[config.mk]
export PLATFORM = sky130hd
export DESIGN_NAME = branch_predictor
export DESIGN_NICKNAME = d
export VERILOG_FILES = /design/src/rtl/branch_predictor.sv
export SDC_FILE = /design/constraint.sdc
export NUM_CORES = 2
export LEC_CHECK = 0
export CAP_MARGIN = 5
export CELL_PAD_IN_SITES_DETAIL_PLACEMENT = 1
export CELL_PAD_IN_SITES_GLOBAL_PLACEMENT = 1
export CORE_MARGIN = 5
export CORE_UTILIZATION = 32
export DETAILED_ROUTE_END_ITERATION = 12
export GPL_ROUTABILITY_DRIVEN = 0
export PLACE_DENSITY = 0.56
export SKIP_LAST_GASP = 1
export SLEW_MARGIN = 20
export SYNTH_ARGS = -nofsm -noshare
export SYNTH_HDL_FRONTEND = slang
export SYNTH_SLANG_ARGS = --single-unit
[constraint.sdc]
create_clock -name clk -period 20.4 [get_ports clk]
set_input_delay 4.08 -clock clk [delete_from_list [all_inputs] [get_ports clk]]
set_output_delay 4.08 -clock clk [all_outputs]
set_load 0.01 [all_outputs]
[src/rtl/branch_predictor.sv]
// Direct-mapped branch target buffer with a 2-bit history counter per entry.
// Fetch side: combinational lookup of pc_f gives a taken/target prediction.
// Execute side: a resolved branch or jump trains the tables, flags a mispredict,
// supplies the correct next PC, and advances the performance counters.
module branch_predictor #(
  parameter int IDX_BITS = 6,
  parameter int CNT_W    = 32
) (
  input  logic             clk,
  input  logic             rst,
  input  logic [31:0]      pc_f,
  output logic             pred_taken_f,
  output logic [31:0]      pred_pc_f,
  input  logic             upd_valid_e,
  input  logic             upd_is_jump_e,
  input  logic [31:0]      upd_pc_e,
  input  logic [31:0]      upd_pc_plus4_e,
  input  logic             upd_taken_e,
  input  logic [31:0]      upd_target_e,
  input  logic             pred_taken_e,
  input  logic [31:0]      pred_pc_e,
  output logic             mispredict_e,
  output logic [31:0]      redirect_pc_e,
  output logic [CNT_W-1:0] branch_count,
  output logic [CNT_W-1:0] mispredict_count
);

  localparam int ENTRIES = 1 << IDX_BITS;
  localparam int TAG_W   = 32 - IDX_BITS - 2;

  // Counter that climbs towards strongly-taken and stops there.
  function automatic logic [1:0] ctr_sat_inc(input logic [1:0] c);
    return (c == 2'b11) ? 2'b11 : c + 2'b01;
  endfunction

  // Counter that falls towards strongly-not-taken and stops there.
  function automatic logic [1:0] ctr_sat_dec(input logic [1:0] c);
    return (c == 2'b00) ? 2'b00 : c - 2'b01;
  endfunction

  // Valid and counter bits are cleared by reset; tag/target/jump are only
  // ever observed through a valid bit, so they carry no reset.
  logic [ENTRIES-1:0] valid_r;
  logic [1:0]         ctr_r    [ENTRIES];
  logic [TAG_W-1:0]   tag_r    [ENTRIES];
  logic [31:0]        target_r [ENTRIES];
  logic [ENTRIES-1:0] jump_r;

  logic [IDX_BITS-1:0] f_idx_s;
  logic [TAG_W-1:0]    f_tag_s;
  logic                f_hit_s;
  logic [IDX_BITS-1:0] u_idx_s;
  logic [TAG_W-1:0]    u_tag_s;
  logic                u_hit_s;
  logic [CNT_W-1:0]    branch_count_r;
  logic [CNT_W-1:0]    mispredict_count_r;
  logic                unused_pc_lsb_s;

  // Instructions are word aligned; the two low PC bits never select anything.
  assign unused_pc_lsb_s = ^{pc_f[1:0], upd_pc_e[1:0]};

  assign f_idx_s = pc_f[IDX_BITS+1:2];
  assign f_tag_s = pc_f[31:IDX_BITS+2];
  assign u_idx_s = upd_pc_e[IDX_BITS+1:2];
  assign u_tag_s = upd_pc_e[31:IDX_BITS+2];

  // Fetch lookup reads the pre-update table, so a same-cycle update is not bypassed.
  always_comb begin
    f_hit_s      = valid_r[f_idx_s] && (tag_r[f_idx_s] == f_tag_s);
    pred_taken_f = f_hit_s && (jump_r[f_idx_s] || ctr_r[f_idx_s][1]);
    if (pred_taken_f) begin
      pred_pc_f = target_r[f_idx_s];
    end else begin
      pred_pc_f = pc_f + 32'd4;
    end
  end

  // Execute-side hit check against the contents before this cycle's write.
  always_comb begin
    u_hit_s = valid_r[u_idx_s] && (tag_r[u_idx_s] == u_tag_s);
  end

  // Mispredict detection and the correct next PC for the resolved op.
  always_comb begin
    mispredict_e = upd_valid_e &&
                   ((pred_taken_e != upd_taken_e) ||
                    (upd_taken_e && (pred_pc_e != upd_target_e)));
    if (upd_taken_e) begin
      redirect_pc_e = upd_target_e;
    end else begin
      redirect_pc_e = upd_pc_plus4_e;
    end
  end

  // Valid bits and direction counters: train on resolution, cleared by reset.
  always_ff @(posedge clk or posedge rst) begin
    if (rst) begin
      valid_r <= '0;
      for (int i = 0; i < ENTRIES; i++) begin
        ctr_r[i] <= 2'b01;
      end
    end else if (upd_valid_e) begin
      if (upd_taken_e) begin
        valid_r[u_idx_s] <= 1'b1;
        if (u_hit_s) begin
          ctr_r[u_idx_s] <= ctr_sat_inc(ctr_r[u_idx_s]);
        end else begin
          ctr_r[u_idx_s] <= upd_is_jump_e ? 2'b11 : 2'b10;
        end
      end else if (u_hit_s) begin
        ctr_r[u_idx_s] <= ctr_sat_dec(ctr_r[u_idx_s]);
      end
    end
  end

  // Tag/target/jump payload: written on every taken resolution (hit or allocate).
  always_ff @(posedge clk) begin
    if (!rst && upd_valid_e && upd_taken_e) begin
      tag_r[u_idx_s]    <= u_tag_s;
      target_r[u_idx_s] <= upd_target_e;
      jump_r[u_idx_s]   <= upd_is_jump_e;
    end
  end

  // Performance counters, free-running modulo 2**CNT_W.
  always_ff @(posedge clk or posedge rst) begin
    if (rst) begin
      branch_count_r     <= '0;
      mispredict_count_r <= '0;
    end else begin
      if (upd_valid_e) begin
        branch_count_r <= branch_count_r + CNT_W'(1);
      end
      if (mispredict_e) begin
        mispredict_count_r <= mispredict_count_r + CNT_W'(1);
      end
    end
  end

  assign branch_count     = branch_count_r;
  assign mispredict_count = mispredict_count_r;

endmodule

==> results.md <==
* Status: finished, final reports clean
* Final setup violation count at 0
* Drt total wl at 627200 um
* I/O pin count at 296
* Maximum clock path buffer count at 4
* Non-Filler Instances at 15860
* Post-CTS Resized at 0
* Worst Hold Class: reg2reg
* Root Buffer: clkbuf_16
* Largest area contributor in the netlist: edfxtp_1
* Clock Latency Late Sink at 1.03 ns
* Slowest stage delay, CP at 0.92 ns
* RSZ-0062 raised after global routing: no
* Pin count of the biggest net entering global routing at 125
* WP data arrival at 12.16 ns
* Post-Syn Area at 0.1654 mm^2
* Top_reg_cell synth: edfxtp_1
* Post-route ant nets at 0
* Area grow syn2layout at 15.24%
* Slew headroom at 0.1762
* # hold bufs at CTS at 0
* Total CTS buffers at 410
* # port buffers at 293
* Netlist cell types at 82
* Die height at 729.0 um
* CTS tree: built
* Least-Margin Pin Slew at 1.236 ns
* Critical path class: in2out
* Yosys reg bits at 3904
* Complex-gate fraction of the synthesized area at 0.04358
* Post-Synth XOR/XNOR Area at 0.008735
* Vias in the first global route at 97176
* Power, Total at 17600 uW
* Cells along the critical path: buf_16, buf_12, buf_12, mux4_2, mux4_2, a22o_1, a221oi_1, xnor2_1, nor4_1, nand3_1, nor2_4, buf_4, mux2_1, clkdlybuf4s50_1
* Main combinational cell family by area after synthesis: multiplexers
* Seq/Total Area, Yosys at 0.7014
* Data required, critical path at 16.32 ns
* Nets at 8757
* PwrDens at 92.34 mW/mm^2
* Synth cell count leaders: edfxtp_1 (3648), mux4_2 (1238), mux2i_1 (375)
* Clk_skew at 0.06753 ns
* Fillers at 50202
* CP max stage cell: a221oi_1
* Peak Freq at 61.56 MHz
* Area contributors post-synth: edfxtp_1 (66%), mux4_2 (17%), dfrtp_1 (2.9%), mux2i_1 (2.3%), mux2_2 (1.6%)
* Initial antenna violation count at 55
* EDFF count, synth at 3648
* Max Slew Vio Count at 0
* Synth Area in Adders at 0.0002269
* Routed wire per std cell at 39.55 um
* First-pass GRT wire length at 849100 um
* CORE AREA at 0.5160 mm^2
* Die Wd at 729.0 um
* Most instantiated library cell after synthesis: edfxtp_1
* Share of the synthesized area in the top cell type at 0.6622
* Yosys warns at 0
* Leak at 0.06080 uW
* Crit path max fanout at 94
* Simple-gate area share of the yosys netlist at 0.01954
* Total die area at 0.5315 mm^2
* Post-CTS setup buffers at 0
* Setup TNS at 0 ns
* Routed vias at 94267
* Setup ws final at 4.156 ns
* DR vias/cell at 5.944
* Row count at 264
* Minimum clock period at 16.24 ns
* Dpl ws at 4.339 ns
* H-Tree Depth at 5
* Layout cell share with drive strength beyond 1 at 0.2973
* Crit. End Element: output pin
* DRC Markers at 0
* Clock transition at path regs at 0.05 ns
* Area of placed instances at 0.1774 mm^2
* Post-route clock period utilization at 0.7963
* Initial Util at 0.3206
* Syn nets at 8281
* GRT Residual Overflow at 0
* Clock sink count at 3904
* Final Hold Fails at 0
* Crit start category: input pin
* Cells after DPL at 15088
* Post-DP HPWL at 359100 um
* Syn Area/Cell at 20.39 um^2
* Worst VDD drop at 72.06 uV
* Post-synthesis mux area share at 0.2085
* DR iter-0 viols at 12347
* Max Cap Violations at 0
* Fin area at 0.1906 mm^2
* Cells after Synth at 8112
* GRT Overall Usage at 0.2299
* Async SR Flop Fraction at 0.06557
* Initial DRT Pass Iterations at 6
[logic make-up after synthesis]
family	after synthesis
AO/OA/AOI/OAI	973
XOR/XNOR	165
adder cells (fa/ha/maj)	3
buffers and inverters	598
flip-flops	3904
multiplexers	1867
AND/OR/NAND/NOR	602
[sequential cells by signal (all words and copies together) (netlist names)]
name / flops
jump_r: 64
valid_r: 64
target_r: 2048
tag_r: 1536
ctr_r: 128
branch_count: 32
mispredict_count: 32
[worst max-delay path, delay by kind of cell]
kind	cells	cell delay (ns)
AOI/OAI and AO/OA	2	1.18
and+or+nand+nor	3	1.96
xor gates and xnor gates	1	0.13
muxes	3	1.68
buffers and inverters	5	2.63
[final cells by class]
| class | count | area, um^2 | share of cell area |
|---|---|---|---|
| timing repair buffer | 639 | 5650 | 0.02964 |
| inverter | 23 | 110.1 | 0.0005776 |
| tap | 6916 | 8653 | 0.04539 |
| clock inverter | 244 | 2298 | 0.01206 |
| antenna | 17 | 42.54 | 0.0002231 |
| multi-input combinational | 3610 | 47110 | 0.2471 |
| clock buffer | 507 | 10750 | 0.05637 |
| sequential | 3904 | 116000 | 0.6086 |
[where the power goes]
part / internal, uW / switching (uW)
Clock: 4170 / 3270
Combinational: 506 / 778
Sequential: 8830 / 55.0
[routing by layer]
layer	share of wire	track usage	vias up
met5	0.00022	0	-
met4	0.050	0.1016	20
met2	0.47	0.3690	5142
met1	0.39	0.3044	52175
met3	0.083	0.04386	1226
li1	-	-	35704
[placed cells by master, fill, tap and decap left out, types with 103 or more instances in the layout]
cell / instances
mux4_2: 1238
dfrtp_1: 192
clkdlybuf4s50_1: 225
mux2_2: 234
a221oi_1: 104
buf_4: 331
o22ai_1: 172
mux2i_1: 375
a221o_1: 122
o21ai_0: 103
edfxtp_1: 3648
nand2_1: 121
xnor2_1: 104
clkbuf_16: 412
[stage by stage]
stage	hold WS, ns	util
floorplan	0.4375	-
global placement	0.4532	0.3436
detailed placement	0.4658	0.3439
CTS	0.4753	0.3692
global route	0.4831	0.3694
finish	0.4672	0.3695
[path summary, 6_finish.rpt]
check                      cells past startpoint                          from                      endpoint  slack, ns
min reg2reg                                    1  branch_count[31]$_DFFE_PP0P_  branch_count[31]$_DFFE_PP0P_       0.47
max                                           14                       pc_f[2]                 pred_pc_f[28]       4.16
max reg2reg                                   12         tag_r[4][8]$_DFFE_PP_        ctr_r[127]$_DFFE_PP0P_      14.96
max in group asynchronous                      4                           rst        ctr_r[125]$_DFFE_PP0P_      14.13
min in group asynchronous                      2                           rst       valid_r[34]$_DFFE_PP0P_       3.90
min                                            1  branch_count[31]$_DFFE_PP0P_  branch_count[31]$_DFFE_PP0P_       0.47
No activity file was read; power rests on OpenSTA's default activity.
